### src/rtl/piso_serializer.sv
// Parallel-in serial-out serializer, MSB first, with a one-word hold register for gap-free streaming.
// Optional even-parity bit after each word when PISO_PARITY_EN is defined.
module piso_serializer #(
  parameter int   WIDTH      = 8,
  parameter logic IDLE_LEVEL = 1'b0
) (
  input  logic             clk,
  input  logic             rst_n,
  input  logic [WIDTH-1:0] data_in,
  input  logic             data_valid,
  output logic             data_ready,
  output logic             sout,
  output logic             sout_valid,
  output logic             frame_start,
  output logic             busy
);

  localparam int CW = $clog2(WIDTH);

`ifdef PISO_PARITY_EN
  typedef enum logic [1:0] {IDLE = 2'd0, SHIFT = 2'd1, PARITY = 2'd2} state_t;
`else
  typedef enum logic [1:0] {IDLE = 2'd0, SHIFT = 2'd1} state_t;
`endif

  state_t           state_reg, state_next;
  logic [WIDTH-1:0] shift_reg, shift_next;
  logic [WIDTH-1:0] hold_reg, hold_next;
  logic             hold_full_reg, hold_full_next;
  logic [CW-1:0]    cnt_reg, cnt_next;
  logic             sout_reg, sout_next;
  logic             sout_valid_reg, sout_valid_next;
  logic             frame_start_reg, frame_start_next;
  logic             hs;
  logic             word_end;
  logic             load;
  logic [WIDTH-1:0] load_word;
`ifdef PISO_PARITY_EN
  logic             par_reg, par_next;
`endif

  assign hs          = data_valid && !hold_full_reg;
  assign data_ready  = !hold_full_reg;
  assign busy        = (state_reg != IDLE) || hold_full_reg;
  assign sout        = sout_reg;
  assign sout_valid  = sout_valid_reg;
  assign frame_start = frame_start_reg;

  always_ff @(posedge clk or negedge rst_n) begin
    if (!rst_n) begin
      state_reg       <= IDLE;
      shift_reg       <= '0;
      hold_reg        <= '0;
      hold_full_reg   <= 1'b0;
      cnt_reg         <= '0;
      sout_reg        <= IDLE_LEVEL;
      sout_valid_reg  <= 1'b0;
      frame_start_reg <= 1'b0;
`ifdef PISO_PARITY_EN
      par_reg         <= 1'b0;
`endif
    end else begin
      state_reg       <= state_next;
      shift_reg       <= shift_next;
      hold_reg        <= hold_next;
      hold_full_reg   <= hold_full_next;
      cnt_reg         <= cnt_next;
      sout_reg        <= sout_next;
      sout_valid_reg  <= sout_valid_next;
      frame_start_reg <= frame_start_next;
`ifdef PISO_PARITY_EN
      par_reg         <= par_next;
`endif
    end
  end

  always_comb begin
    state_next       = state_reg;
    shift_next       = shift_reg;
    hold_next        = hold_reg;
    hold_full_next   = hold_full_reg;
    cnt_next         = cnt_reg;
    frame_start_next = 1'b0;
    word_end         = 1'b0;
    load             = 1'b0;
    load_word        = '0;
`ifdef PISO_PARITY_EN
    par_next         = par_reg;
`endif

    case (state_reg)
      IDLE: begin
        if (hs) begin
          load      = 1'b1;
          load_word = data_in;
        end
      end
      SHIFT: begin
        shift_next = shift_reg << 1;
        cnt_next   = cnt_reg - CW'(1);
        if (hs) begin
          hold_next      = data_in;
          hold_full_next = 1'b1;
        end
        if (cnt_reg == '0) begin
`ifdef PISO_PARITY_EN
          state_next = PARITY;
`else
          word_end   = 1'b1;
`endif
        end
      end
`ifdef PISO_PARITY_EN
      PARITY: begin
        if (hs) begin
          hold_next      = data_in;
          hold_full_next = 1'b1;
        end
        word_end = 1'b1;
      end
`endif
      default: state_next = IDLE;
    endcase

    // Hold register wins over a fresh handshake so word order is kept.
    if (word_end) begin
      if (hold_full_reg) begin
        load           = 1'b1;
        load_word      = hold_reg;
        hold_full_next = 1'b0;
      end else if (hs) begin
        load           = 1'b1;
        load_word      = data_in;
        hold_full_next = 1'b0;
      end else begin
        state_next = IDLE;
      end
    end

    if (load) begin
      shift_next       = load_word;
      cnt_next         = CW'(WIDTH - 1);
      state_next       = SHIFT;
      frame_start_next = 1'b1;
`ifdef PISO_PARITY_EN
      par_next         = ^load_word;
`endif
    end

    // Serial outputs are registered copies of what the next state will present.
    case (state_next)
      SHIFT: begin
        sout_next       = shift_next[WIDTH-1];
        sout_valid_next = 1'b1;
      end
`ifdef PISO_PARITY_EN
      PARITY: begin
        sout_next       = par_next;
        sout_valid_next = 1'b1;
      end
`endif
      default: begin
        sout_next       = IDLE_LEVEL;
        sout_valid_next = 1'b0;
      end
    endcase
  end

endmodule

### config.mk
export PLATFORM = sky130hd
export DESIGN_NAME = piso_serializer
export DESIGN_NICKNAME = d
export VERILOG_FILES = /design/src/rtl/piso_serializer.sv
export SDC_FILE = /design/constraint.sdc
export NUM_CORES = 1
export LEC_CHECK = 0
export ABC_AREA = 1
export CAP_MARGIN = 20
export CELL_PAD_IN_SITES_DETAIL_PLACEMENT = 1
export CELL_PAD_IN_SITES_GLOBAL_PLACEMENT = 2
export CORE_MARGIN = 3
export CORE_UTILIZATION = 35
export DETAILED_ROUTE_END_ITERATION = 12
export PLACE_DENSITY_LB_ADDON = 0.1
export SYNTH_ARGS = -nofsm -noshare
export SYNTH_HDL_FRONTEND = slang
export SYNTH_SLANG_ARGS = --single-unit
### constraint.sdc
create_clock -name clk -period 2.3 [get_ports clk]
set_input_delay 0.23 -clock clk [delete_from_list [all_inputs] [get_ports clk]]
set_output_delay 0.23 -clock clk [all_outputs]
set_load 0.02 [all_outputs]
==> impl_results.md, run 1 <==
* Status: finished, final reports clean
* Fin. max-slew vios at 0
* Cell Rows at 21
* Critical path startpoint category: register
* Routed WL per cell at 14.1 um
* Placed instance area at 0.00150 mm2
* Clk buf depth at 2
* Clock Pin Slew Worst Setup and Hold Paths at 0.08 ns
* Core Util, Final at 0.446
* Skew-Pair Late Insertion Delay at 0.26 ns
* Largest net degree at the start of global routing at 26
* Cts hold-fix bufs at 0
* Layout overhead on the synthesized area at 17.6%
* Router iterations before antenna repair at 4
* Syn_nets at 166
* R2R Path End: sout
* Setup-failing EPs final at 0
* Synth cell count leaders: nand2_1 (39), dfrtp_1 (25), o21ai_0 (17), nand3_2 (13), inv_1 (10)
* Maxcap violations at 0
* H-tree depth at 1
* Path depth of the worst reg2reg path at 7
* DRT iter0 DRCs at 59
* Flops & latches, synth at 25
* Sequential share of the synthesized area at 0.476
* Area contributors post-synth: dfrtp_1 (48%), nand2_1 (11%), nand3_2 (9.9%)
* Static Leak at 0.806 nW
* Syn avg cell area at 8.59 um2
* Yosys Warn Count at 0
* DRT Wirelength at 3.04 mm
* Via count at 1052
* Total GRT Usage at 0.165
* RSZ-0062 raised after global routing: false
* Number of synthesized flops with an enable pin at 0
* Min-Delay Path Class: in2async
* CTS root buf: clkbuf_8
* Reg-to-reg setup timing slack at 0.75 ns
* Setup Skew at 0.00177 ns
* Initial antenna violation count at 0
* Most common cell in the netlist: nand2_1
* CP required at 2.07 ns
* Setup TNS at 0 ns
* Post-layout minimum cycle time at 1.88 ns
* Total congestion overflow at 0
* Cell count after synthesis at 153
* Core ar. at 0.00347 mm2
* Final hold violation count at 0
* Synthesized area at 0.00132 mm2
* Layout filler cell count at 439
* Share of layout cells above drive strength 1 at 0.172
* Initial core utilization at 0.379
* Via-to-Cell Ratio at 4.89
* Post-DP HPWL at 2.32 mm
* Async set-reset flop share out of synthesis at 1.00
* Vias in the first global route at 1135
* Worst vdd ir at 0.000315 V
* Cell count after placement at 211
* Nets at 183
* Antenna fix cells at 0
* Worst R2R Start: state_reg[1]
* Period utilization at 0.817
* Achievable Freq at 532 MHz
* Primary FF master, synth: dfrtp_1
* Worst Setup End Kind: primary output
* Worst Path Max Fanout at 9
* TritonCTS Sinks at 25
* CTS tree: yes
* # Post-CTS Setup Buffers at 0
* Num CTS Buffers at 3
* Worst Path Arrival at 1.65 ns
* Yosys top cell area share at 0.476
* Tot Pwr at 727 uW
* Antenna-violating nets left at 0
* Die height at 67.3 um
* Port Buffers at 15
* Power Density at 470 mW/mm2
* Post-cts sizing count at 0
* Gpl congestion at 0.759
* Cell accounting for the most synthesized area: dfrtp_1
* Fin cells at 215
* Distinct cells, synth at 22
* Drc violations at 0
* Num ports at 16
* Global-route wire length before repair at 5.58 mm
* WS Path Type: reg2out
* Post-route cell area at 0.00155 mm2
* Die area at 0.00453 mm2
* Chip width at 67.3 um
[area by class of cell]
type / count / area [um2] / area share
Clock buffer: 4 / 45.0 / 0.0291
Tap cell: 46 / 57.6 / 0.0372
Inverter: 14 / 57.6 / 0.0372
Multi-Input combinational cell: 109 / 596 / 0.385
Sequential cell: 25 / 626 / 0.405
Timing Repair Buffer: 17 / 165 / 0.107
[through the flow]
stage / hold slack, ns / worst slack [ns]
detailed placement: 0.495 / 0.693
global placement: 0.482 / 0.704
global route: 0.343 / 0.324
CTS: 0.335 / 0.392
floorplan: -0.0656 / 0.969
finish: 0.320 / 0.420
[layer usage]
| layer | vias up | global-route usage | share of wire |
|---|---|---|---|
| met5 | - | 0 | 0 |
| met4 | 0 | 0.0380 | 0.0082 |
| met3 | 2 | 0.0433 | 0.041 |
| met2 | 14 | 0.271 | 0.49 |
| met1 | 508 | 0.216 | 0.46 |
| li1 | 528 | - | - |
[report_power, final]
group	switching [mW]	leakage, nW	internal, mW	total, mW
clock network	0.129	0.0228	0.124	0.253
logic	0.0162	0.462	0.0167	0.0330
registers	0.00133	0.321	0.440	0.441
[critical path, cell delays in order (launching register included)]
cell and delay, ns:
dfrtp_1 0.59, inv_4 0.10, nand2_2 0.10, clkdlybuf4s50_1 0.60
[placed cells by master, fill, tap and decap left out]
cell type        instances
nand2_1                 39
dfrtp_1                 25
o21ai_0                 17
clkdlybuf4s50_1         15
nand3_2                 13
inv_1                   10
nor2_1                   9
a21oi_1                  9
nand3_1                  9
nand2_2                  3
clkbuf_8                 3
inv_2                    2
inv_4                    2
nand2_4                  2
ha_1                     2
buf_4                    2
nor2_4                   1
nor2_2                   1
o22ai_1                  1
xor2_1                   1
o211ai_1                 1
clkbuf_1                 1
conb_1                   1
[worst max path at each step]
stage	startpoint	endpoint	depth (start not counted)
after floorplan	cnt_reg[0]	shift_reg[1]	10
after global placement	register	busy	3
after detailed placement	data_valid	shift_reg[3]	7
after CTS	register	busy	3
after global routing	register	busy	3
final	register	busy	3
[logic make-up after synthesis]
group | share of synthesized area
AO/OA/AOI/OAI | 0.109
XOR/XNOR | 0.00666
adder cells (fa/ha/maj) | 0.0190
buffers and inverters | 0.0714
flip-flops | 0.476
other | 0.00285
AND/OR/NAND/NOR | 0.315
No activity file was read; power rests on OpenSTA's default activity.
==> run 2: changes to the inputs <==
CORE_UTILIZATION = 33   (was 35)
clock period = 1.9 ns   (was 2.3 ns; I/O delays follow)
==> run 2 against run 1 <==
Effect of this change: sequential cell count did not move; setup slack got worse by 0.25 ns; worst hold slack got worse by 0.037 ns; core utilization fell by 2.9 points; non-clock buffer count rose by 1; via count fell by 0.67%; combinational power rose by 21%; sequential power rose by 21%; wire length barely moved; final cell count rose by 1.4%; clock skew barely moved; sequential share of layout area fell by 0.24 points.
==> impl_results.md, run 2 (same netlist as run 1, synthesis figures left out) <==
* Status: finished, final reports clean
* Setup TNS at 0 ns (unchanged)
* Setup-failing EPs final at 0 (unchanged)
* Num ports at 16 (unchanged)
* Most frequent cells in the layout: nand2_1 (39), dfrtp_1 (24), o21ai_0 (17), clkdlybuf4s50_1 (15), nand3_2 (13)
* Maxcap violations at 0 (unchanged)
* CP required at 1.71 ns (-0.36 ns)
* TritonCTS Sinks at 25 (unchanged)
* Period utilization at 0.911
* Drc violations at 0 (unchanged)
* Num CTS Buffers at 3 (unchanged)
* Core ar. at 0.00374 mm2 (+7.9%)
* Min-Delay Path Class: in2async
* Layout overhead on the synthesized area at 18.6%
* Worst Setup End Kind: primary output
* Setup Skew at 0.00206 ns (+0.000285 ns)
* Worst Path Max Fanout at 9 (unchanged)
* Chip width at 69.1 um (+2.7%)
* Path depth of the worst reg2reg path at 9 (+2)
* Routed WL per cell at 13.9 um (-1.3%)
* Antenna-violating nets left at 0 (unchanged)
* Antenna fix cells at 0 (unchanged)
* Post-route cell area at 0.00156 mm2 (+0.81%)
* Die area at 0.00478 mm2 (+5.5%)
* Post-layout minimum cycle time at 1.73 ns
* CTS tree: yes
* Largest net degree at the start of global routing at 27 (+3.8%)
* DRT Wirelength at 3.04 mm (about the same)
* Placed instance area at 0.00151 mm2 (+0.67%)
* WS Path Type: reg2out
* Most common cell after layout, fill and taps aside: nand2_1
* Vias in the first global route at 1100 (-3.1%)
* Global-route wire length before repair at 5.33 mm (-4.5%)
* Share of layout cells above drive strength 1 at 0.188 (+0.0166)
* Worst-path cell chain: inv_4, nand2_2, clkdlybuf4s50_1
* Post-route setup slack at 0.170 ns (-0.250 ns)
* Critical-path top delay cell: clkdlybuf4s50_1
* Worst vdd ir at 0.000236 V (-25%)
* Via-to-Cell Ratio at 4.79 (-2.0%)
* Die height at 69.1 um (+2.7%)
* Buffers & Inverters on Critical Path at 2 (unchanged)
* Post-DP HPWL at 2.29 mm (-1.2%)
* Clk buf depth at 2 (unchanged)
* Initial antenna violation count at 0 (unchanged)
* Max stage delay on crit path at 0.60 ns (about the same)
* Critical path startpoint category: register
* Tot Pwr at 889 uW (+22%)
* Initial core utilization at 0.351 (-0.0279)
* Fin. max-slew vios at 0 (unchanged)
* Worst Path Arrival at 1.54 ns (-0.11 ns)
* Port Buffers at 15 (unchanged)
* DRT iter0 DRCs at 30 (-49%)
* RSZ-0062 raised after global routing: false
* Power Density at 570 mW/mm2 (+21%)
* Final hold violation count at 0 (unchanged)
* R2R Path End: shift_reg[6]
* Router iterations before antenna repair at 4 (unchanged)
* Skew-Pair Late Insertion Delay at 0.26 ns (about the same)
* CP top delay family: buffers and inverters
* Via count at 1045 (-0.67%)
* Fin Hold WS at 0.284 ns (-0.0365 ns)
* CTS root buf: clkbuf_8
* Clock Pin Slew Worst Setup and Hold Paths at 0.09 ns (about the same)
* H-tree depth at 1 (unchanged)
* Gpl congestion at 0.765 (+0.70%)
* Achievable Freq at 578 MHz
* Reg-to-reg setup timing slack at 0.36 ns (-0.39 ns)
* Static Leak at 0.814 nW (+0.98%)
* Worst R2R Start: cnt_reg[0]
* Total GRT Usage at 0.135 (-0.0297)
* Total congestion overflow at 0 (unchanged)
* Nets at 184 (+0.55%)
* Post-place setup slack at 0.317 ns (-0.376 ns)
* Cell Rows at 22 (+4.8%)
[run 2: cell types whose count changed in the layout (fill, tap and decap cells not counted)]
cell      change
dfrtp_1       -1
buf_4         +1
dfrtp_2       +1
clkbuf_1      -1
clkinv_2      +1
[run 2: per-layer routing]
layer	track usage	share of wire	vias up	wire length, um
li1	-	-	528	-
met1	0.188	0.50	504	1510
met2	0.218	0.47	11	1440
met3	0.0219	0.023	2	70
met4	0.0325	0.0053	0	16
met5	0	0	-	0
[run 2: cell type report]
cell class,count,area [um2]
timing repair buffer,18,173
tap,48,60.1
multi-input combinational,109,596
inverter,14,57.6
clock buffer,3,41.3
fill,467,2180
sequential,25,627
clock inverter,1,5.00
[run 2: worst max path at each step]
stage                     startpoint           end  slack, ns  cells after the start
after floorplan           cnt_reg[0]  shift_reg[1]       0.57                     10
after global placement      register          busy       0.33                      3
after detailed placement  data_valid  shift_reg[2]       0.32                      7
after CTS                   register          busy       0.02                      3
after global routing        register          busy       0.11                      3
final                       register          busy       0.17                      3
[run 2: where the power goes]
group / internal, mW / total [mW] / switching [mW]
sequential: 0.533 / 0.534 / 0.00154
combinational: 0.0202 / 0.0398 / 0.0196
clock: 0.146 / 0.315 / 0.169
[run 2: through the flow]
step,utilization,std cells
6_report,0.416,218
5_1_grt,0.416,218
4_1_cts,0.416,218
3_5_place_dp,0.404,214
3_3_place_gp,0.404,214
2_1_floorplan,-,153
[run 2: repair_timing]
action	4_1_cts	5_1_grt
resized for setup	0	1
setup buffers	0	0
setup endpoints to repair	0	1
hold buffers	0	0
==> run 3: changes to the inputs <==
==> constraint.sdc (replaced) <==
create_clock -name clk -period 1.9 [get_ports clk]
set_input_delay 0.57 -clock clk [delete_from_list [all_inputs] [get_ports clk]]
set_output_delay 0.57 -clock clk [all_outputs]
set_load 0.02 [all_outputs]
==> run 3 against run 2 <==
Effect of this change: critical path depth unchanged; sequential share of layout area decreased by 0.53 points; first-iteration DRC count increased by 130%; clock power increased by 2%; global-route usage increased by 1.2 points; register-to-register slack improved by 0.02 ns; cell area increased by 1.1%; die area unchanged; setup slack got worse by 0.090 ns; total power increased by 0.84%; worst hold slack improved by 0.23 ns.
==> impl_results.md, run 3 (same netlist as run 1, synthesis figures left out) <==
* Total congestion overflow at 0 (unchanged)
* Setup TNS at 0 ns (unchanged)
* Post-layout minimum cycle time at 1.82 ns (+0.0902 ns)
* RSZ-0062 raised after global routing: false
* Global-route wire length before repair at 5.63 mm (+5.7%)
* Status: finished, final reports clean
* Worst Path Max Fanout at 3 (-6)
* Share of layout cells above drive strength 1 at 0.191 (+0.00252)
* Setup-failing EPs final at 0 (unchanged)
* Cell count after placement at 217 (+1.4%)
* Layout filler cell count at 470 (+0.64%)
* Clk buf depth at 2 (unchanged)
* Fin Hold WS at 0.514 ns (+0.230 ns)
* Worst R2R Start: state_reg[1]
* Min-Delay Path Class: reg2reg
* Antenna-violating nets left at 0 (unchanged)
* Power Density at 569 mW/mm2 (-0.28%)
* Reg-to-reg setup timing slack at 0.38 ns (+0.02 ns)
* Worst Setup End Kind: primary output
* Worst vdd ir at 0.000377 V (+60%)
* Core ar. at 0.00374 mm2 (unchanged)
* CP required at 1.33 ns (-0.38 ns)
* Largest net degree at the start of global routing at 26 (-3.7%)
* Most frequent cells in the layout: nand2_1 (39), dfrtp_1 (25), o21ai_0 (17), nand3_2 (13), clkdlybuf4s50_1 (13)
* Tot Pwr at 897 uW (+0.84%)
* Clk pwr share at 0.358 (+0.003)
* Antenna fix cells at 0 (unchanged)
* Port Buffers at 15 (unchanged)
* CTS root buf: clkbuf_8
* Fin. max-slew vios at 0 (unchanged)
* Max-slew headroom at 0.528
* Worst Path Arrival at 1.25 ns (-0.29 ns)
* Drc violations at 0 (unchanged)
* Cell Rows at 22 (unchanged)
* Share of power burned in registers at 0.596 (-0.005)
* Total GRT Usage at 0.147 (+0.0119)
* Static Leak at 0.827 nW (+1.6%)
* Gpl congestion at 0.772 (+0.92%)
* Final hold violation count at 0 (unchanged)
* Setup Skew at 0.00241 ns (+0.000350 ns)
* Clock Pin Slew Worst Setup and Hold Paths at 0.09 ns (about the same)
* Net Sw Frac at 0.215 (+0.000990)
* Layout overhead on the synthesized area at 19.9%
* Multi-input logic area at 596 um2 (unchanged)
* Num CTS Buffers at 3 (unchanged)
* R2R Path End: shift_reg[6]
* Max stage delay on crit path at 0.42 ns (-0.18 ns)
* Int Pwr at 704 uW (+0.71%)
* Initial antenna violation count at 0 (unchanged)
* Via-to-Cell Ratio at 4.86 (+1.5%)
* Post-DP HPWL at 2.43 mm (+6.4%)
* Skew-Pair Late Insertion Delay at 0.27 ns (about the same)
* Switch Pwr at 193 uW (+1.3%)
* Hold Path Stages at 2
* Post-route cell area at 0.00158 mm2 (+1.1%)
* Critical path startpoint category: register
* Chip width at 69.1 um (unchanged)
* Comb power frac at 0.046 (about the same)
* Die area at 0.00478 mm2 (unchanged)
* Fin cells at 221 (+1.4%)
* Placed instance area at 0.00153 mm2 (+1.5%)
* Achievable Freq at 549 MHz (-5.0%)
* Num ports at 16 (unchanged)
* Most common cell after layout, fill and taps aside: nand2_1
* WS Path Type: reg2out
* Worst Hold Launch: cnt_reg[0]
* Vias in the first global route at 1140 (+3.6%)
* Worst-path cell chain: nor2_2, nand2_2, dlygate4sd2_1
* Nets at 187 (+1.6%)
* Die height at 69.1 um (unchanged)
* Period utilization at 0.958 (+0.0475)
* DRT iter0 DRCs at 69 (+130%)
* TritonCTS Sinks at 25 (unchanged)
* Critical-path top delay cell: dfrtp_1
* Initial core utilization at 0.351 (unchanged)
* Hold Path End: cnt_reg[0]
* DRT Wirelength at 3.24 mm (+6.7%)
* Router iterations before antenna repair at 4 (unchanged)
* # Post-CTS Setup Buffers at 0 (unchanged)
* Maxcap violations at 0 (unchanged)
* Reg area at 626 um2 (-0.20%)
* H-tree depth at 1 (unchanged)
* Path depth of the worst reg2reg path at 5 (-4)
* Slew @ Worst Pin at 0.706 ns
* Routed WL per cell at 14.7 um (+5.2%)
* Via count at 1075 (+2.9%)
* CTS tree: yes
[run 3: cell types whose count changed in the layout (fill, tap and decap cells not counted), sizes merged]
cell           delta
clkbuf            +1
clkinv            -1
dlygate4sd2       +2
clkdlybuf4s50     -2
buf               +3
[run 3: area by class of cell]
type	count	area share
clock buffers	4	0.0286
flip-flops and latches	25	0.397
well taps	48	0.0381
repair buffers	21	0.122
inverters	14	0.0365
multi-input cells	109	0.378
[run 3: repair_timing]
| item | CTS | global route |
|---|---|---|
| hold buffers | 0 | 0 |
| endpoints found under the setup margin | 2 | 0 |
| resized for setup | 2 | 0 |
[run 3: worst max-delay path by stage]
stage / start / end / slack, ns / cells after the start
after detailed placement: data_valid / shift_reg[6] / 0.01 / 7
after global routing: state_reg[0] / busy / 0.02 / 3
after global placement: data_valid / shift_reg[4] / 0.05 / 7
after floorplan: cnt_reg[0] / shift_reg[1] / 0.57 / 10
after CTS: state_reg[0] / busy / 0.05 / 3
final: state_reg[0] / busy / 0.08 / 3
[run 3: power groups by stage]
stage | clock network, mW | registers, mW | logic (mW)
final | 0.321 | 0.534 | 0.0413
after global routing | 0.358 | 0.534 | 0.0455
after CTS | 0.338 | 0.534 | 0.0430
after detailed placement | 0 | 0.545 | 0.0427
after global placement | 0 | 0.545 | 0.0430
after floorplan | 0 | 0.545 | 0.00386
[run 3: critical path: cells and delay by family, from the launching register on]
kind	cells	cell delay [ns]
buffers and inverters	1	0.32
flip-flops	1	0.42
AND/OR/NAND/NOR	2	0.24
[run 3: metal layers]
metal  vias to the layer above  part of all wire  GRT usage
met3                         4             0.038     0.0321
met4                         0             0.015     0.0521
met5                         -                 0          0
met1                       523              0.46      0.190
li1                        534                 -          -
met2                        14              0.48      0.240
[run 3: through the flow]
stage | util | setup WS [ns]
finish | 0.421 | 0.0797
global route | 0.421 | 0.0176
CTS | 0.421 | 0.0511
detailed placement | 0.410 | 0.0143
global placement | 0.410 | 0.0486
floorplan | - | 0.569
